===== config.mk =====
export PLATFORM = sky130hd
export DESIGN_NAME = argmax_topk_display
export DESIGN_NICKNAME = d
export VERILOG_FILES = /design/src/rtl/argmax_pkg.sv /design/src/rtl/seg7_hex.sv /design/src/rtl/argmax_topk_display.sv
export SDC_FILE = /design/constraint.sdc
export NUM_CORES = 1
export LEC_CHECK = 0
export BUFFER_PORTS_ARGS = -buffer_cell sky130_fd_sc_hd__buf_2
export CORE_AREA = 2 2 166 168
export DETAILED_ROUTE_END_ITERATION = 10
export DIE_AREA = 0 0 168 170
export HOLD_SLACK_MARGIN = 0.06
export PLACE_DENSITY_LB_ADDON = 0.3
export SLEW_MARGIN = 15
export SYNTH_ARGS = -nofsm -noshare
export SYNTH_HDL_FRONTEND = slang
export SYNTH_SLANG_ARGS = --single-unit

===== constraint.sdc =====
create_clock -name clk -period 4.5 [get_ports clk]
set_clock_uncertainty 0.1 [all_clocks]
set_input_delay 0.45 -clock clk [delete_from_list [all_inputs] [get_ports clk]]
set_output_delay 0.45 -clock clk [all_outputs]
set_load 0.05 [all_outputs]

===== src/rtl/argmax_pkg.sv =====
// Shared constants for the argmax / top-K display block: FSM encoding and hex glyphs.
package argmax_pkg;

  localparam logic [1:0] ST_IDLE = 2'd0;
  localparam logic [1:0] ST_SCAN = 2'd1;
  localparam logic [1:0] ST_DONE = 2'd2;

  // Segment order {g,f,e,d,c,b,a}, active-high
  localparam logic [6:0] SEG_0 = 7'h3F;
  localparam logic [6:0] SEG_1 = 7'h06;
  localparam logic [6:0] SEG_2 = 7'h5B;
  localparam logic [6:0] SEG_3 = 7'h4F;
  localparam logic [6:0] SEG_4 = 7'h66;
  localparam logic [6:0] SEG_5 = 7'h6D;
  localparam logic [6:0] SEG_6 = 7'h7D;
  localparam logic [6:0] SEG_7 = 7'h07;
  localparam logic [6:0] SEG_8 = 7'h7F;
  localparam logic [6:0] SEG_9 = 7'h6F;
  localparam logic [6:0] SEG_A = 7'h77;
  localparam logic [6:0] SEG_B = 7'h7C;
  localparam logic [6:0] SEG_C = 7'h39;
  localparam logic [6:0] SEG_D = 7'h5E;
  localparam logic [6:0] SEG_E = 7'h79;
  localparam logic [6:0] SEG_F = 7'h71;

  function automatic logic [6:0] hex_glyph(input logic [3:0] h);
    logic [6:0] g;
    case (h)
      4'h0: g = SEG_0;
      4'h1: g = SEG_1;
      4'h2: g = SEG_2;
      4'h3: g = SEG_3;
      4'h4: g = SEG_4;
      4'h5: g = SEG_5;
      4'h6: g = SEG_6;
      4'h7: g = SEG_7;
      4'h8: g = SEG_8;
      4'h9: g = SEG_9;
      4'hA: g = SEG_A;
      4'hB: g = SEG_B;
      4'hC: g = SEG_C;
      4'hD: g = SEG_D;
      4'hE: g = SEG_E;
      default: g = SEG_F;
    endcase
    return g;
  endfunction

endpackage


===== src/rtl/seg7_hex.sv =====
// Registered hex-digit to 7-segment decoder; shows '0' out of reset.
module seg7_hex
  import argmax_pkg::*;
(
  input  logic       clk,
  input  logic       rst,
  input  logic [3:0] i_hex,
  output logic [6:0] o_seg
);

  logic [6:0] r_seg;

  // Decode and register the glyph
  always_ff @(posedge clk) begin
    if (rst) r_seg <= SEG_0;
    else     r_seg <= hex_glyph(i_hex);
  end

  assign o_seg = r_seg;

endmodule


===== src/rtl/argmax_topk_display.sv =====
// Serial argmax/argmin with a sorted top-K list and a hex display of the winner.
// One score is inserted per cycle from a shadow copy captured at load.
module argmax_topk_display
  import argmax_pkg::*;
#(
  parameter int N_CH = 10,
  parameter int DW   = 16,
  parameter int K    = 3,
  parameter int IW   = (N_CH < 2) ? 1 : $clog2(N_CH)
) (
  input  logic               clk,
  input  logic               rst,
  input  logic [N_CH*DW-1:0] data,
  input  logic               load,
  input  logic               mode,
  output logic               busy,
  output logic               complete,
  output logic [3:0]         index,
  output logic [K*IW-1:0]    topk_idx,
  output logic [K*DW-1:0]    topk_val,
  output logic [K-1:0]       topk_vld,
  output logic [6:0]         display
);

  if (N_CH > 16 || N_CH < 2 || K < 1 || K > N_CH) begin : g_bad_params
    $fatal(1, "argmax_topk_display: illegal N_CH/K combination");
  end

  logic [1:0]                r_state;
  logic [N_CH-1:0][DW-1:0]   r_sh;
  logic                      r_mode;
  logic [IW-1:0]             r_cnt;
  logic [K-1:0][DW-1:0]      r_wval;
  logic [K-1:0][IW-1:0]      r_widx;
  logic [K-1:0]              r_wvld;
  logic [K-1:0][DW-1:0]      r_oval;
  logic [K-1:0][IW-1:0]      r_oidx;
  logic [K-1:0]              r_ovld;
  logic [3:0]                r_index;
  logic                      r_busy;
  logic                      r_complete;

  logic [DW-1:0]             w_x;
  logic [K-1:0][DW-1:0]      w_nval;
  logic [K-1:0][IW-1:0]      w_nidx;
  logic [K-1:0]              w_nvld;
  logic [3:0]                w_index_nxt;

  assign w_x = r_sh[r_cnt];

  // Insertion network: slot r takes the new score if it is the first slot
  // that is empty or beaten; every slot below that point shifts down by one.
  // Strict compare keeps the earlier (lower) channel ahead on ties.
  for (genvar r = 0; r < K; r++) begin : g_slot
    logic w_take;
    logic w_below;
    assign w_take = !r_wvld[r] ||
                    (r_mode ? ($signed(w_x) < $signed(r_wval[r]))
                            : ($signed(w_x) > $signed(r_wval[r])));
    if (r == 0) begin : g_first
      assign w_below   = 1'b0;
      assign w_nval[r] = w_take ? w_x   : r_wval[r];
      assign w_nidx[r] = w_take ? r_cnt : r_widx[r];
      assign w_nvld[r] = w_take | r_wvld[r];
    end else begin : g_rest
      assign w_below   = g_slot[r-1].w_below | g_slot[r-1].w_take;
      assign w_nval[r] = w_below ? r_wval[r-1] : (w_take ? w_x   : r_wval[r]);
      assign w_nidx[r] = w_below ? r_widx[r-1] : (w_take ? r_cnt : r_widx[r]);
      assign w_nvld[r] = w_below ? r_wvld[r-1] : (w_take | r_wvld[r]);
    end
  end

  // Display follows index on the same edge, so decode the next index value
  assign w_index_nxt = (r_state == ST_DONE) ? 4'(r_widx[0]) : r_index;

  // Control FSM, shadow capture, working list and result registers
  always_ff @(posedge clk) begin
    if (rst) begin
      r_state    <= ST_IDLE;
      r_sh       <= '0;
      r_mode     <= 1'b0;
      r_cnt      <= '0;
      r_wval     <= '0;
      r_widx     <= '0;
      r_wvld     <= '0;
      r_oval     <= '0;
      r_oidx     <= '0;
      r_ovld     <= '0;
      r_index    <= '0;
      r_busy     <= 1'b0;
      r_complete <= 1'b0;
    end else begin
      r_complete <= 1'b0;
      case (r_state)
        ST_IDLE: begin
          if (load) begin
            r_sh    <= data;
            r_mode  <= mode;
            r_cnt   <= '0;
            r_wvld  <= '0;
            r_busy  <= 1'b1;
            r_state <= ST_SCAN;
          end
        end
        ST_SCAN: begin
          r_wval <= w_nval;
          r_widx <= w_nidx;
          r_wvld <= w_nvld;
          r_cnt  <= r_cnt + 1'b1;
          if (r_cnt == IW'(N_CH - 1)) r_state <= ST_DONE;
        end
        ST_DONE: begin
          r_oval     <= r_wval;
          r_oidx     <= r_widx;
          r_ovld     <= r_wvld;
          r_index    <= 4'(r_widx[0]);
          r_complete <= 1'b1;
          r_busy     <= 1'b0;
          r_state    <= ST_IDLE;
        end
        default: r_state <= ST_IDLE;
      endcase
    end
  end

  seg7_hex u_seg (
    .clk   (clk),
    .rst   (rst),
    .i_hex (w_index_nxt),
    .o_seg (display)
  );

  assign busy     = r_busy;
  assign complete = r_complete;
  assign index    = r_index;
  assign topk_idx = r_oidx;
  assign topk_val = r_oval;
  assign topk_vld = r_ovld;

endmodule

==> metrics.txt, run 1 <==
Worst Path Buf+Inv=3; Iter 0 DRT Violations=853; P&R area growth vs syn=32.3%; final non-filler cell area=17,400 um^2; Post-synth EDFFs=0; Clock Tree Buf Depth=3; Clk pin slew, worst setup/hold paths=60 ps; CP max FO=43; most frequent cells in the layout=304 x dfxtp_1, 238 x buf_2, 162 x a22o_1; Netlist cell types=51; Hold WS=170 ps; DRC=0; dpl hpwl=25.4 mm; Core Region=around 27,000 um^2; most common library cell in the layout ignoring fill and taps=dfxtp_1; worst vdd ir=around 270 uV; Final Cycle Share=a little over nine tenths; Placed Area=14,700 um^2; YS warnings=0; Final Max Tran Viols=0; RD Place Congestion=0.856; gr usage total=27.5%; Max Clk Rate=232 MHz; CP Capture Type=register; Primary FF master, synth=dfxtp_1; vias in the first global route=11.7k; H-tree depth=1; CTS tree=built; PwrDens=384 nW/um^2; antenna violations before repair=0; standard-cell row count=60; status=completed; final hold viol count=0; Synth Area per Inst=a little under 10 um^2; port bufs=239; Min-Delay Path Class=input pin to register; clock period minus worst slack=4310 ps; worst stage delay on the critical path=520 ps; Req. time, crit path=4840 ps; synthesized area=13,200 um^2; Slew @ Worst Pin=1130 ps; Die Ht=170 um; Die ar.=around 29,000 um^2; Detail Route Antenna Nets=0; CP startpoint=r_cnt[0]$_SDFFE_PP0P_; layout cells sized above 1=22.2%; Finished Layout Cells=2,065; initial core utilization=49.4%; pin count of the biggest net entering global routing=approximately 160; Arr. time, crit path=between 4000 and 5000 ps; relative slew slack=24.7%; via count=11.8k; cell leakage power=7.49 nW; global-route wire length before repair=63.2 mm; worst r2r src=r_cnt[0]$_SDFFE_PP0P_; Slowest-stage cell, CP=mux4_2; maxcap violations=0; Cells after DPL=between 1.5k and 2k; Routed Wire Length=a little over 40 mm; Worst Setup Start Kind=register; io pins=240; net count after synthesis=1,558; Skew-Pair Late Insertion Delay=roughly 570 ps; critical-path cell list=buf_12 > mux4_2 > mux2i_1 > o22ai_1 > buf_4 > ha_1 > nand4_1 > nor4_4 > o21ai_1 > and4_4 > or4_4 > a31o_2 > buf_12 > mux2i_1 > o211a_1; CTS sink count=306; Post-synth ARST share=0%; flops & latches, synth=306; sequential-to-total area share from yosys stat=roughly 47%; Pre-Repair DR Iteration Count=6; Inserted Clock Buffers=30; vias per cell=5.71; total power=6.68 mW; total grt overflow=0; clock root cell=clkbuf_16; delay-heaviest family, CP=simple AND/OR/NAND/NOR gates; final setup fails=0; net count reported at finish=1,921; cells after synthesis=1,337; chip width=168 um; hold path start=load; Routed wire per std cell=19.7 um; Crit Path Class=register to register
## layer usage
metal	GRT usage [%]	routed length, um	part of all wire, %
met1	35.4	16700	41
met2	46.9	19800	49
met3	3.98	2750	6.8
met4	10.8	1520	3.7
met5	0	0	0
## logic make-up after synthesis
kind of cell | share of synthesized area, %
XOR/XNOR | 0.0666
buffers and inverters | 5.10
AND/OR/NAND/NOR | 11.0
flip-flops | 46.6
multiplexers | 9.98
adder cells (fa/ha/maj) | 5.42
AO/OA/AOI/OAI | 21.9
## cells in the mapped netlist, types with 2 or more instances
cell | count | area (um^2)
a22o_1 | 162 | 1420
a221oi_1 | 2 | 17.5
nor2b_1 | 6 | 37.5
dfxtp_1 | 306 | 6130
a211oi_1 | 6 | 45.0
buf_1 | 12 | 45.0
a21oi_1 | 103 | 515
mux4_2 | 33 | 743
inv_1 | 55 | 206
o211a_1 | 21 | 210
buf_2 | 8 | 40.0
o211ai_1 | 3 | 22.5
o21bai_1 | 3 | 22.5
nand3_1 | 9 | 45.0
o2111ai_1 | 15 | 131
a22oi_1 | 4 | 30.0
a21o_1 | 8 | 60.1
nand2b_1 | 19 | 119
nor4_1 | 2 | 12.5
nor2_1 | 59 | 221
a31o_2 | 2 | 17.5
nand4_1 | 8 | 50.1
nor3_1 | 57 | 285
o22ai_1 | 17 | 106
o21ai_0 | 29 | 145
nand2_1 | 154 | 578
a31oi_1 | 2 | 12.5
a311oi_1 | 4 | 35.0
buf_6 | 4 | 45.0
mux2i_1 | 57 | 571
clkbuf_1 | 88 | 330
ha_1 | 57 | 713
a21boi_0 | 2 | 15.0
nand3b_1 | 2 | 15.0
and2_1 | 2 | 12.5
## what timing repair did
item | in CTS | in global routing
hold endpoints to repair | 161 | 0
setup endpoints to repair | 0 | 40
hold buffers | 161 | 0
setup buffers | 0 | 7
resized for setup | 0 | 4
## power by group
part           internal, mW  total (mW)  switching, mW
clock network          1.50        2.56           1.06
logic                 0.540        1.10          0.564
registers              2.87        3.02          0.151
total                  4.91        6.68           1.78
## final timing paths
kind | endpoint | slack (ps) | depth (start not counted)
setup reg to reg | r_wval[36]$_SDFFE_PP0P_ | 190 | 15
hold reg to reg | topk_val[42]$_SDFFE_PP0P_ | 350 | 2
setup / recovery | r_wval[36]$_SDFFE_PP0P_ | 190 | 15
hold / removal | busy$_SDFFE_PP0P_ | 170 | 3
## sequential cells by signal, indices dropped and copies added, names as in the netlist
signal	flops
r_sh	160
topk_idx	12
u_seg.o_seg	7
index	4
busy	1
r_state	2
r_cnt	4
r_mode	1
r_wvld	3
r_widx	12
topk_vld	3
topk_val	48
r_wval	48
complete	1
## tightest hold or removal path, cell delays in order
cell,delay (ps)
buf_2,110
nand2b_1,130
a211oi_1,90
## metrics by stage
stage | setup WS, ps | setup TNS [ps] | utilization [%]
after floorplan | 282 | 0 | -
after global placement | 215 | 0 | 55.2
after detailed placement | 134 | 0 | 55.2
after CTS | 109 | 0 | 65.1
after global routing | -12.4 | -23.0 | 65.3
final | 193 | 0 | 65.3
## cell type report
| type | count | area [um^2] |
|---|---|---|
| clock buffers | 43 | 860 |
| diodes | 1 | 2.50 |
| inverters | 56 | 210 |
| multi-input cells | 863 | 6420 |
| clock inverters | 12 | 149 |
| repair buffers | 443 | 3210 |
| fillers | 2030 | 9240 |
| well taps | 341 | 427 |
| flip-flops and latches | 306 | 6130 |
Power figures use the tool's default switching activity.
==> run 2: changes to the inputs <==
Settings changed: PLACE_DENSITY from default to 0.85, PLACE_DENSITY_LB_ADDON 0.3 to default.
==> run 2 against run 1 <==
  * Maximum frequency down 1.8%
  * Worst hold slack worse by 130 ps
  * Sequential share of layout area up 0.12 points
  * Register-to-register slack worse by 80 ps
  * Highest routed layer unchanged
==> metrics.txt, run 2 (synthesized netlist as in run 1, its figures left out) <==
cell count of the worst reg-to-reg path=15 (unchanged); maxcap violations=0 (unchanged); Routed Wire Length=47.0 mm (+15%); most frequent cells in the layout=304 x dfxtp_1, 238 x buf_2, 162 x a22o_1; Fin Setup TNS=0 ps (unchanged); worst reg2reg setup slack=110 ps (-80 ps); Reg power frac=45.2% (about the same); CP Capture Type=register; Pre-Repair DR Iteration Count=6 (unchanged); chip width=168 um (unchanged); Final WS setup=113 ps (-80.4 ps); final hold viol count=0 (unchanged); antenna violations before repair=1 (+1); Clock Tree Buf Depth=3 (unchanged); P_sw=1.88 mW (+5.5%); Die ar.=28,600 um^2 (unchanged); hold path start=data[92]; CP max FO=18 (-58%); Worst R2R End=r_wval[37]$_SDFFE_PP0P_; most common library cell in the layout ignoring fill and taps=dfxtp_1; port bufs=239 (unchanged); net count reported at finish=1,920 (-0.052%); initial core utilization=49.4% (unchanged); Fill cells=1,858 (-8.5%); pin count of the biggest net entering global routing=163 (+0.62%); crit path to=r_wval[37]$_SDFFE_PP0P_; layout cells sized above 1=22.2% (+0.039 points); cell leakage power=7.47 nW (-0.28%); max reg flops=160 (unchanged); Sw Share=27.8% (+1.2 points); Routed wire per std cell=22.8 um (+15%); Final Max Tran Viols=0 (unchanged); Final Cycle Share=97.5% (+1.8 points); DRC=0 (unchanged); CTS tree=built; global-route wire length before repair=69.5 mm (+9.9%); largest reg by FF count=r_sh; status=completed; Iter 0 DRT Violations=1,344 (+58%); clock root cell=clkbuf_16; Detail Route Antenna Nets=0 (unchanged); final non-filler cell area=17,400 um^2 (-0.33%); Cells after DPL=1,842 (+0.054%); H-tree depth=1 (unchanged); Core Region=26,700 um^2 (unchanged); CP startpoint=r_cnt[0]$_SDFFE_PP0P_; relative slew slack=27.3% (+2.6 points); Clk pin slew, worst setup/hold paths=70 ps (about the same); worst r2r src=r_cnt[0]$_SDFFE_PP0P_; final setup fails=0 (unchanged); Slew @ Worst Pin=1090 ps (-38.4 ps); vias per cell=6.17 (+8.0%); vias in the first global route=12.5k (+6.8%); Finished Layout Cells=2,063 (-0.097%); Die Ht=170 um (unchanged); Arr. time, crit path=4800 ps (+150 ps); Layout Utilization=65.1% (-0.22 points); Worst Setup Start Kind=register; total internal power=4.86 mW (-0.93%); dpl hpwl=26.9 mm (+6.0%); total power=6.74 mW (+0.78%); pre-CTS setup slack=120 ps (-13.9 ps); Req. time, crit path=4910 ps (+70 ps); Min-Delay Path Class=input pin to register; standard-cell row count=60 (unchanged); Clock power frac=37.8% (-0.5 points); P&R area growth vs syn=31.9%; Max Clk Rate=228 MHz (-1.8%); Skew-Pair Late Insertion Delay=570 ps (about the same); total grt overflow=0 (unchanged); CTS sink count=306 (unchanged); io pins=240 (unchanged); worst vdd ir=336 uV (+24%); gr usage total=30.6% (+3.1 points); clock period minus worst slack=4390 ps (+80.4 ps); Inserted Clock Buffers=30 (unchanged); PwrDens=388 nW/um^2 (+1.1%); Hold WS=38.7 ps (-131 ps); combinational power share=17.0% (+0.5 points); via count=12.7k (+7.9%); Crit Path Class=register to register; RD Place Congestion=0.933 (+9.1%); Placed Area=14,700 um^2 (about the same)
[run 2: how the worst min path moves through the flow]
stage	slack (ps)	endpoint	cells after the start
detailed placement	340	topk_val[5]$_SDFFE_PP0P_	2
global placement	340	topk_idx[4]$_SDFFE_PP0P_	2
global route	60	r_sh[92]$_SDFFE_PP0P_	2
floorplan	330	topk_idx[11]$_SDFFE_PP0P_	2
finish	40	r_sh[92]$_SDFFE_PP0P_	2
CTS	60	r_sh[92]$_SDFFE_PP0P_	2
[run 2: worst max-delay path, stage by stage, from the launching register on]
cell,delay [ps]
dfxtp_4,430
buf_4,190
buf_4,120
mux4_2,530
mux2i_1,210
o22ai_1,270
ha_1,390
nor2b_1,150
o211a_1,140
o21ai_0,110
a31o_2,300
or4_4,540
a31o_2,230
buf_4,230
mux2i_1,210
o211a_1,170
[run 2: timing repair]
action	4_1_cts	5_1_grt
resized for setup	0	2
endpoints found under the hold margin	158	1
hold buffers	158	1
setup buffers	0	7
setup endpoints to repair	0	57
[run 2: area by class of cell]
class	instances	area, um^2	area share (%)
diodes	2	5.00	0.0288
clock buffers	41	863	4.97
clock inverters	12	116	0.670
inverters	56	210	1.21
multi-input cells	863	6410	36.9
flip-flops and latches	306	6130	35.3
well taps	341	427	2.46
repair buffers	442	3200	18.4
[run 2: power groups by stage]
stage	Combinational, mW	Sequential (mW)	Clock, mW
detailed placement	0.948	3.07	0
global placement	0.920	3.07	0
CTS	1.06	3.02	2.50
global route	1.22	3.04	2.67
finish	1.14	3.05	2.55
floorplan	0.674	3.00	0
[run 2: routing by layer]
metal	wire length (um)	part of all wire, %	track usage, %
met5	0	0	0
met4	3200	6.8	18.1
met3	4840	10	6.14
met2	21800	46	50.8
met1	17200	37	36.9
==> run 3: changes to the inputs <==
Settings changed: CORE_AREA 2 2 166 168 to 2 2 217 219, DIE_AREA 0 0 168 170 to 0 0 219 221, PLACE_DENSITY 0.85 to 0.58.
==> run 3 against run 2 <==
  * First-iteration DRC count is 47% lower
  * Clock power grew 15%
  * Cell area up 4.1%
  * Combinational power hardly changed
  * Global-route usage decreased by 13 points
  * Sequential share of layout area shrank 1.4 points
  * Setup slack improved by 70 ps
  * Sequential power down 1%
  * Via count is 8.3% lower
  * Core utilization fell by 26 points
  * Power increased by 4.9%
  * Largest cell class unchanged
  * Largest power group unchanged
==> metrics.txt, run 3 (synthesized netlist as in run 1, its figures left out) <==
Final Cycle Share=95.9% (-1.6 points); CTS tree=built; Inserted Clock Buffers=36 (+20%); Iter 0 DRT Violations=718 (-47%); relative slew slack=23.9% (-3.4 points); CTS sink count=306 (unchanged); layout cells sized above 1=23.5% (+1.3 points); global-route wire length before repair=66.8 mm (-3.8%); Placed Area=15,100 um^2 (+2.9%); final setup fails=0 (unchanged); gr usage total=17.5% (-13 points); clock period minus worst slack=4320 ps (-70.4 ps); RSZ-0062 raised after global routing=false; net count reported at finish=1,937 (+0.89%); most frequent cells in the layout=304 x dfxtp_1, 238 x buf_2, 162 x a22o_1; worst vdd ir=258 uV (-23%); clock root cell=clkbuf_16; P&R area growth vs syn=37.3%; Skew-Pair Late Insertion Delay=540 ps (-30 ps); via count=11.7k (-8.3%); io pins=240 (unchanged); Routed wire per std cell=18.5 um (-19%); total grt overflow=0 (unchanged); Req. time, crit path=4880 ps (-30 ps); total internal power=5.18 mW (+6.6%); chip width=219 um (+30%); antenna violations before repair=2 (+1); status=completed; vias in the first global route=11.7k (-6.2%); Clk pin slew, worst setup/hold paths=60 ps (about the same); Die ar.=48,400 um^2 (+69%); most common library cell in the layout ignoring fill and taps=dfxtp_1; Layout Utilization=39.2% (-26 points); PwrDens=391 nW/um^2 (+0.76%); Clock power frac=41.5% (+3.7 points); vias per cell=4.97 (-20%); P_sw=1.89 mW (+0.61%); Max Clk Rate=232 MHz (+1.6%); Routed Wire Length=43.5 mm (-7.4%); final hold viol count=0 (unchanged); final non-filler cell area=18,100 um^2 (+4.1%); largest reg by FF count=r_sh; Sw Share=26.7% (-1.1 points); maxcap violations=0 (unchanged); dpl hpwl=29.9 mm (+11%); initial core utilization=28.6% (-21 points); combinational power share=16.0% (-1.0 points); Core Region=46,100 um^2 (+73%); DRC=0 (unchanged); port bufs=239 (unchanged); Clock Tree Buf Depth=3 (unchanged); pin count of the biggest net entering global routing=107 (-34%); Worst Setup Start Kind=register; Pre-Repair DR Iteration Count=5 (-1); Reg power frac=42.6% (-2.6 points); standard-cell row count=79 (+32%); Slew @ Worst Pin=1140 ps (+50.8 ps); Die Ht=221 um (+30%); cell leakage power=7.66 nW (+2.5%); Min-Delay Path Class=input pin to register; Crit Path Class=register to register; Arr. time, crit path=4700 ps (-100 ps); RD Place Congestion=0.832 (-11%); Detail Route Antenna Nets=0 (unchanged); max reg flops=160 (unchanged); H-tree depth=2 (+1); CP Capture Type=register; Final Max Tran Viols=0 (unchanged); CP max FO=22 (+4); total power=7.07 mW (+4.9%)
==> run 3: cell count changes in the layout (fill, tap and decap cells not counted), sizes merged <==
cell / previous run / this run
bufinv: 2 / 3
buf: 283 / 291
clkinv: 10 / 13
inv: 55 / 57
clkinvlp: 1 / 0
clkbuf: 41 / 48
dlygate4sd3: 159 / 161
==> run 3: path summary, 6_finish.rpt <==
| path | endpoint | cells after the start | slack (ps) | startpoint |
|---|---|---|---|---|
| max | r_widx[8]$_SDFFE_PP0P_ | 14 | 180 | r_cnt[0]$_SDFFE_PP0P_ |
| max reg2reg | r_widx[8]$_SDFFE_PP0P_ | 14 | 180 | r_cnt[0]$_SDFFE_PP0P_ |
| min reg2reg | topk_val[4]$_SDFFE_PP0P_ | 2 | 350 | topk_val[4]$_SDFFE_PP0P_ |
| min | busy$_SDFFE_PP0P_ | 3 | 180 | load |
==> run 3: worst max-delay path, stage by stage, from the launching register on <==
cell and delay (ps):
dfxtp_4 430, buf_8 190, mux4_2 570, mux2i_2 220, o22ai_1 200, ha_1 350
nand4_1 190, nor4_4 310, o21ai_1 150, and4_4 190, or4_4 500, a31o_2 300
buf_12 190, mux2i_1 190, o211a_1 160
==> run 3: timing repair <==
item | 4_1_cts | 5_1_grt
pin swaps | 0 | 3
hold endpoints to repair | 161 | 0
endpoints found under the setup margin | 2 | 35
buffers inserted | 0 | 6
gates resized for setup | 1 | 14
hold buffers | 161 | 0
gates cloned | 0 | 1
==> run 3: power by group through the flow <==
stage          Clock [mW]  Sequential [mW]  Combinational [mW]
6_report             2.93             3.01                1.13
4_1_cts              3.02             3.00                1.10
2_1_floorplan           0             3.00               0.674
5_1_grt              3.13             3.02                1.24
3_5_place_dp            0             3.06               0.982
3_3_place_gp            0             3.06               0.964
==> run 3: layout make-up <==
class	count	area, um^2
Antenna cell	2	5.00
Clock buffer	47	1000
Clock inverter	17	175
Fill cell	4558	28000
Inverter	56	210
Multi-Input combinational cell	863	6460
Sequential cell	306	6130
Tap cell	607	759
Timing Repair Buffer	453	3330
==> run 3: routing by layer <==
metal / track usage (%) / part of all wire (%) / vias up
met1: 22.9 / 45 / 5593
met5: 0 / 0 / -
met3: 3.48 / 5.7 / 69
met4: 5.71 / 2.4 / 0
li1: - / - / 5665
met2: 28.7 / 47 / 347
==> run 3: metrics by stage <==
| stage | TNS, ps | cells | setup WS (ps) | hold slack [ps] |
|---|---|---|---|---|
| after global routing | 0 | 2351 | 3.99 | 162 |
| after detailed placement | -0.639 | 2117 | -0.639 | 343 |
| after CTS | 0 | 2342 | 103 | 136 |
| final | 0 | 2351 | 183 | 176 |
| after global placement | 0 | 2117 | 137 | 339 |
| after floorplan | 0 | 1337 | 282 | 332 |
